--- src/rtl/mips_hazard_pkg.sv ---
// Shared constants and helpers for the MIPS hazard controller.
// Forward-select encodings and the register-match primitive.
package mips_hazard_pkg;

    localparam logic [1:0] FWD_REG  = 2'b00;
    localparam logic [1:0] FWD_W    = 2'b01;
    localparam logic [1:0] FWD_M    = 2'b10;
    localparam logic [4:0] REG_ZERO = 5'd0;

    // r0 is hardwired, so it never creates a dependency
    function automatic logic reg_hit(
        input logic [4:0] src,
        input logic [4:0] dst,
        input logic       we
    );
        return we && (src != REG_ZERO) && (src == dst);
    endfunction

endpackage

--- src/rtl/md_busy_timer.sv ---
// HI/LO busy timer: counts down the mult/div latency after issue.
// A new start reloads the count even if still busy.
module md_busy_timer #(
    parameter int MULT_LAT = 4,
    parameter int DIV_LAT  = 32
) (
    input  logic clk,
    input  logic reset,
    input  logic start,
    input  logic isdiv,
    output logic busy
);

    localparam int MAXL = (MULT_LAT > DIV_LAT) ? MULT_LAT : DIV_LAT;
    localparam int CW   = $clog2(MAXL + 1);

    logic [CW-1:0] cnt_q;
    logic [CW-1:0] cnt_d;

    always_comb begin
        cnt_d = cnt_q;
        if (start) begin
            cnt_d = isdiv ? CW'(DIV_LAT) : CW'(MULT_LAT);
        end else if (cnt_q != '0) begin
            cnt_d = cnt_q - 1'b1;
        end
    end

    always_ff @(posedge clk or posedge reset) begin
        if (reset) begin
            cnt_q <= '0;
        end else begin
            cnt_q <= cnt_d;
        end
    end

    assign busy = (cnt_q != '0);

endmodule

--- src/rtl/hazard_ctrl_unit.sv ---
// Hazard controller for the 5-stage MIPS pipeline: forwarding
// selects, load/branch/mult-div stalls and a stall-cycle counter.
module hazard_ctrl_unit
    import mips_hazard_pkg::*;
#(
    parameter int MULT_LAT = 4,
    parameter int DIV_LAT  = 32,
    parameter int CNT_W    = 16
) (
    input  logic             clk,
    input  logic             reset,
    input  logic [4:0]       rsD,
    input  logic [4:0]       rtD,
    input  logic [4:0]       rsE,
    input  logic [4:0]       rtE,
    input  logic [4:0]       writeregE,
    input  logic [4:0]       writeregM,
    input  logic [4:0]       writeregW,
    input  logic             regwriteE,
    input  logic             regwriteM,
    input  logic             regwriteW,
    input  logic             memtoregE,
    input  logic             memtoregM,
    input  logic             branchD,
    input  logic             jrD,
    input  logic             mdopD,
    input  logic             hiloreadD,
    input  logic             mdstartE,
    input  logic             mdisdivE,
    output logic             forwardaD,
    output logic             forwardbD,
    output logic [1:0]       forwardaE,
    output logic [1:0]       forwardbE,
    output logic             stallF,
    output logic             stallD,
    output logic             flushE,
    output logic             mdbusy,
    output logic [CNT_W-1:0] stallcnt
);

    logic lwstall;
    logic brstall;
    logic mdstall;
    logic stall;

    logic [CNT_W-1:0] stallcnt_q;
    logic [CNT_W-1:0] stallcnt_d;

    md_busy_timer #(
        .MULT_LAT (MULT_LAT),
        .DIV_LAT  (DIV_LAT)
    ) u_md_timer (
        .clk   (clk),
        .reset (reset),
        .start (mdstartE),
        .isdiv (mdisdivE),
        .busy  (mdbusy)
    );

    // MEM result is newer than WB, so it takes priority
    always_comb begin
        forwardaE = FWD_REG;
        if (reg_hit(rsE, writeregM, regwriteM)) begin
            forwardaE = FWD_M;
        end else if (reg_hit(rsE, writeregW, regwriteW)) begin
            forwardaE = FWD_W;
        end
    end

    always_comb begin
        forwardbE = FWD_REG;
        if (reg_hit(rtE, writeregM, regwriteM)) begin
            forwardbE = FWD_M;
        end else if (reg_hit(rtE, writeregW, regwriteW)) begin
            forwardbE = FWD_W;
        end
    end

    assign forwardaD = reg_hit(rsD, writeregM, regwriteM);
    assign forwardbD = reg_hit(rtD, writeregM, regwriteM);

    assign lwstall = memtoregE &&
                     (reg_hit(rsD, writeregE, 1'b1) ||
                      reg_hit(rtD, writeregE, 1'b1));

    always_comb begin
        brstall = 1'b0;
        if (branchD) begin
            brstall = reg_hit(rsD, writeregE, regwriteE) ||
                      reg_hit(rtD, writeregE, regwriteE) ||
                      reg_hit(rsD, writeregM, memtoregM) ||
                      reg_hit(rtD, writeregM, memtoregM);
        end else if (jrD) begin
            brstall = reg_hit(rsD, writeregE, regwriteE) ||
                      reg_hit(rsD, writeregM, memtoregM);
        end
    end

    assign mdstall = (hiloreadD || mdopD) && (mdbusy || mdstartE);

    assign stall  = !reset && (lwstall || brstall || mdstall);
    assign stallF = stall;
    assign stallD = stall;
    assign flushE = stall;

    always_comb begin
        stallcnt_d = stallcnt_q;
        if (stall && (stallcnt_q != '1)) begin
            stallcnt_d = stallcnt_q + 1'b1;
        end
    end

    always_ff @(posedge clk or posedge reset) begin
        if (reset) begin
            stallcnt_q <= '0;
        end else begin
            stallcnt_q <= stallcnt_d;
        end
    end

    assign stallcnt = stallcnt_q;

endmodule

--- config.mk ---
export PLATFORM = sky130hd
export DESIGN_NAME = hazard_ctrl_unit
export DESIGN_NICKNAME = d
export VERILOG_FILES = /design/src/rtl/mips_hazard_pkg.sv /design/src/rtl/md_busy_timer.sv /design/src/rtl/hazard_ctrl_unit.sv
export SDC_FILE = /design/constraint.sdc
export NUM_CORES = 1
export LEC_CHECK = 0
export ABC_AREA = 0
export BUFFER_PORTS_ARGS = -buffer_cell sky130_fd_sc_hd__buf_4
export CORE_ASPECT_RATIO = 0.8
export CORE_MARGIN = 2
export CORE_UTILIZATION = 35
export CTS_BUF_LIST = sky130_fd_sc_hd__clkbuf_8
export DETAILED_ROUTE_END_ITERATION = 7
export PLACE_DENSITY = 0.75
export SLEW_MARGIN = 20
export SYNTH_ARGS = -nofsm -noshare
export SYNTH_HDL_FRONTEND = slang
export SYNTH_SLANG_ARGS = --single-unit
--- constraint.sdc ---
create_clock -name clk -period 2.3 [get_ports clk]
set_input_delay 0 -clock clk [delete_from_list [all_inputs] [get_ports clk]]
set_output_delay 0 -clock clk [all_outputs]
set_load 0.05 [all_outputs]
==> key figures <==
Outcome
  • Outcome: finished with violations
  • Failing checks: negative setup slack

Floorplanning
  • Rows: 22
  • Die width: 82.5 um
  • Die height: 66.8 um
  • Initial Util: a little under two fifths
  • Core area: 4650 um^2
  • I/O Pins: 74
  • Die area: about 5500 um^2

Pwr
  • Design Power: 1.99 mW
  • VDD IR max: 0.467 mV
  • P per Cell Area: 775 nW/um^2
  • Lkg Pwr: 1.14 nW

Route
  • Wire length on met1: 2.19 mm
  • Drt total wl: around 4.8 mm
  • Remaining DRCs: 0
  • Pre-Repair DR Iteration Count: 4
  • DR vias/cell: just under 5
  • Met2 routed WL: 2.28 mm
  • First DRT Iteration DRCs: approximately 110
  • Antenna Nets Post-Route: 0
  • Detailed-route via count: ~1.7k
  • Max Used Layer: met4
  • WL per Instance: 14.4 um
  • Met3 Wirelength: about 300 um

Cells and area
  • Post-layout util: 55.2%
  • Ratio of cells with drive above 1 in the final layout: 37.6%
  • Nets: 325
  • Fillcell total: roughly 430
  • Finished Layout Cells: 334
  • Most frequent cells in the layout: 79 x buf_4, 52 x xnor2_1, 22 x dfrtp_1, 15 x nand3_1
  • Most common cell after layout, fill and taps aside: buf_4
  • Final Cell Area: roughly 2600 um^2
  • Area grow syn2layout: 48.9%
  • Antenna diodes: 0

STA
  • Final max-slew violation count: 0
  • Slew Limit Headroom: 66.3%
  • Final WS setup: -0.0584 ns
  • Slew @ Worst Pin: 0.499 ns
  • Final hold vios: 0
  • Maximum clock frequency: 424 MHz
  • Final worst-path cycle share: 103%
  • Worst-case clock skew: about 0.012 ns
  • Final period demand of the worst path: 2.36 ns
  • Final setup violation count: 16
  • RSZ-0062 raised after global routing: yes

Yosys
  • Syn Area/Cell: around 9.2 um^2
  • Area leader, netlist: dfrtp_1
  • FF+latch count, synth: 22
  • Yosys top cell area share: 31.9%
  • Synth warn: 0
  • Synth Area in Adders: 1.45%
  • Ys flop type: dfrtp_1
  • Seq/Total Area, Yosys: 31.9%
  • Ys async rst share: 100%
  • Cells after Synth: ~190
  • Post-Syn Nets: about 240
  • Simple-Gate Fraction of Synth Area: between 20% and 30%
  • Mapped cell area: approximately 1700 um^2
  • Main combinational cell family by area after synthesis: XOR/XNOR gates
  • Unique cell type count in the Yosys netlist: 35
  • EDFF count, synth: 0
  • Synth Area in Compound Gates: 8.13%
  • Mux cell area share after synthesis: between 1.5 and 2%
  • Post-Synth XOR/XNOR Area: between 20% and 30%
  • Synth area leaders: dfrtp_1 32%, xnor2_1 26%, nand3_1 4.6%

Min path
  • Hold crit path type: in -> reg

Critical path
  • CP Max Fanout: 7
  • CP Class: reg -> reg
  • Crit path DAT: 2.56 ns
  • Critical path required time: 2.50 ns
  • CP Launch Type: flop
  • Worst-path cell chain: inv_2 -> ha_4 -> or4b_4 -> o32ai_2 -> o41ai_2 -> o31ai_4 -> o41ai_4 -> buf_6 -> buf_4 -> nand3_1 -> xnor2_1
  • Slowest-stage cell, CP: or4b_4
  • Setup crit end kind: flop
  • Crit-path max cell delay: ~0.46 ns

Clock network
  • TritonCTS clock tree: done
  • Total CTS buffers: 3
  • Clock buffer depth: 2
  • H-tree lvl count: 1
  • Root Buffer: clkbuf_8
  • CTS sink cnt: 22
  • Clk Latency, worst-skew pair: 0.27 ns
  • Clock slew at reported path FFs: roughly 0.09 ns

Global routing
  • Largest net degree at the start of global routing: 23
  • Total congestion overflow: 0
  • Antenna violations before repair: 0
  • Vias in the first global route: roughly 1.7k
  • Tot GR Track Use: between 10% and 20%
  • First-pass GRT wire length: between 8 and 9 mm

Place
  • Post-DP Area: 2400 um^2
  • Post-place setup slack: -0.0106 ns
  • Inst Count DP: 323
  • DP Wirelength: about 3.9 mm
  • GP Congestion: between 0.8 and 0.9
  • Number of port buffers: 73

Run
  • Max-cap violation count: 0
Yosys cell counts, types with 2 or more instances:
cell / count
ha_1: 2
xnor2_1: 52
nor3_1: 5
and3_1: 9
nand3_1: 16
nand2_1: 12
o211ai_1: 2
dfrtp_1: 22
inv_1: 8
buf_4: 2
or4_1: 4
nor2_1: 12
nand4_1: 8
a21oi_1: 3
xor2_1: 5
clkbuf_1: 2
nor4_1: 5
mux2_1: 2
area by class of cell:
class | instances | area, um^2 | area share (%)
clock buffer | 3 | 41.3 | 1.61
clock inverter | 1 | 30.0 | 1.17
inverter | 8 | 30.0 | 1.17
multi-input combinational | 153 | 1160 | 45.1
sequential | 22 | 551 | 21.4
tap | 60 | 75.1 | 2.92
timing repair buffer | 87 | 683 | 26.6
state kept, by name, summed over array words and instances, names as in the netlist:
| name | flops |
|---|---|
| stallcnt | 16 |
| u_md_timer.cnt_q | 6 |
metal layers:
layer / track usage, % / vias to the layer above
li1: - / 830
met1: 25.1 / 769
met2: 31.8 / 53
met3: 5.42 / 5
met4: 4.79 / 0
met5: 0 / -
worst max-delay path, delay by kind of cell (launching register included):
| kind | cells | cell delay (ns) |
|---|---|---|
| flip-flops | 1 | 0.39 |
| XOR/XNOR | 1 | 0.13 |
| AND/OR/NAND/NOR | 2 | 0.55 |
| buffers and inverters | 3 | 0.40 |
| adder cells (fa/ha/maj) | 1 | 0.13 |
| AO/OA/AOI/OAI | 4 | 0.70 |
worst paths after layout:
| path | startpoint | endpoint | slack, ns | cells after the start |
|---|---|---|---|---|
| min in group asynchronous | reset | u_md_timer.cnt_q[3] | 0.46 | 4 |
| worst min-delay path | mdstartE | u_md_timer.cnt_q[2] | 0.06 | 4 |
| worst min register to register | stallcnt[11] | stallcnt[11] | 0.49 | 1 |
| worst max register to register | u_md_timer.cnt_q[1] | stallcnt[2] | -0.06 | 11 |
| worst max-delay path | u_md_timer.cnt_q[1] | stallcnt[2] | -0.06 | 11 |
| max in group asynchronous | reset | stallcnt[5] | 1.60 | 4 |
timing repair:
action	4_1_cts	5_1_grt
setup endpoints to repair	6	19
endpoints found under the hold margin	28	0
buffers inserted	4	0
hold buffers	3	0
pin swaps	4	0
resized for setup	8	0
report_power, final:
part           internal (mW)  switching (mW)  total [mW]  leakage [nW]
Combinational          0.472           0.573        1.04         0.812
Sequential             0.481           0.103       0.584         0.288
Clock                  0.233           0.129       0.362        0.0357
Total                   1.19           0.805        1.99          1.14
cells by family after synthesis:
family,after synthesis
adders and majority gates,2
buffers and inverters,13
DFF,22
muxes,3
xor gates and xnor gates,57
AOI/OAI and AO/OA,14
and+or+nand+nor,77
through the flow:
step                      hold WS (ns)  setup TNS [ns]
after floorplan                 0.0200          -0.123
after global routing            0.0758           -2.75
after global placement           0.160               0
final                           0.0570          -0.497
after detailed placement         0.180         -0.0106
after CTS                       0.0545          -0.672
(Power assumes the default switching activity.)
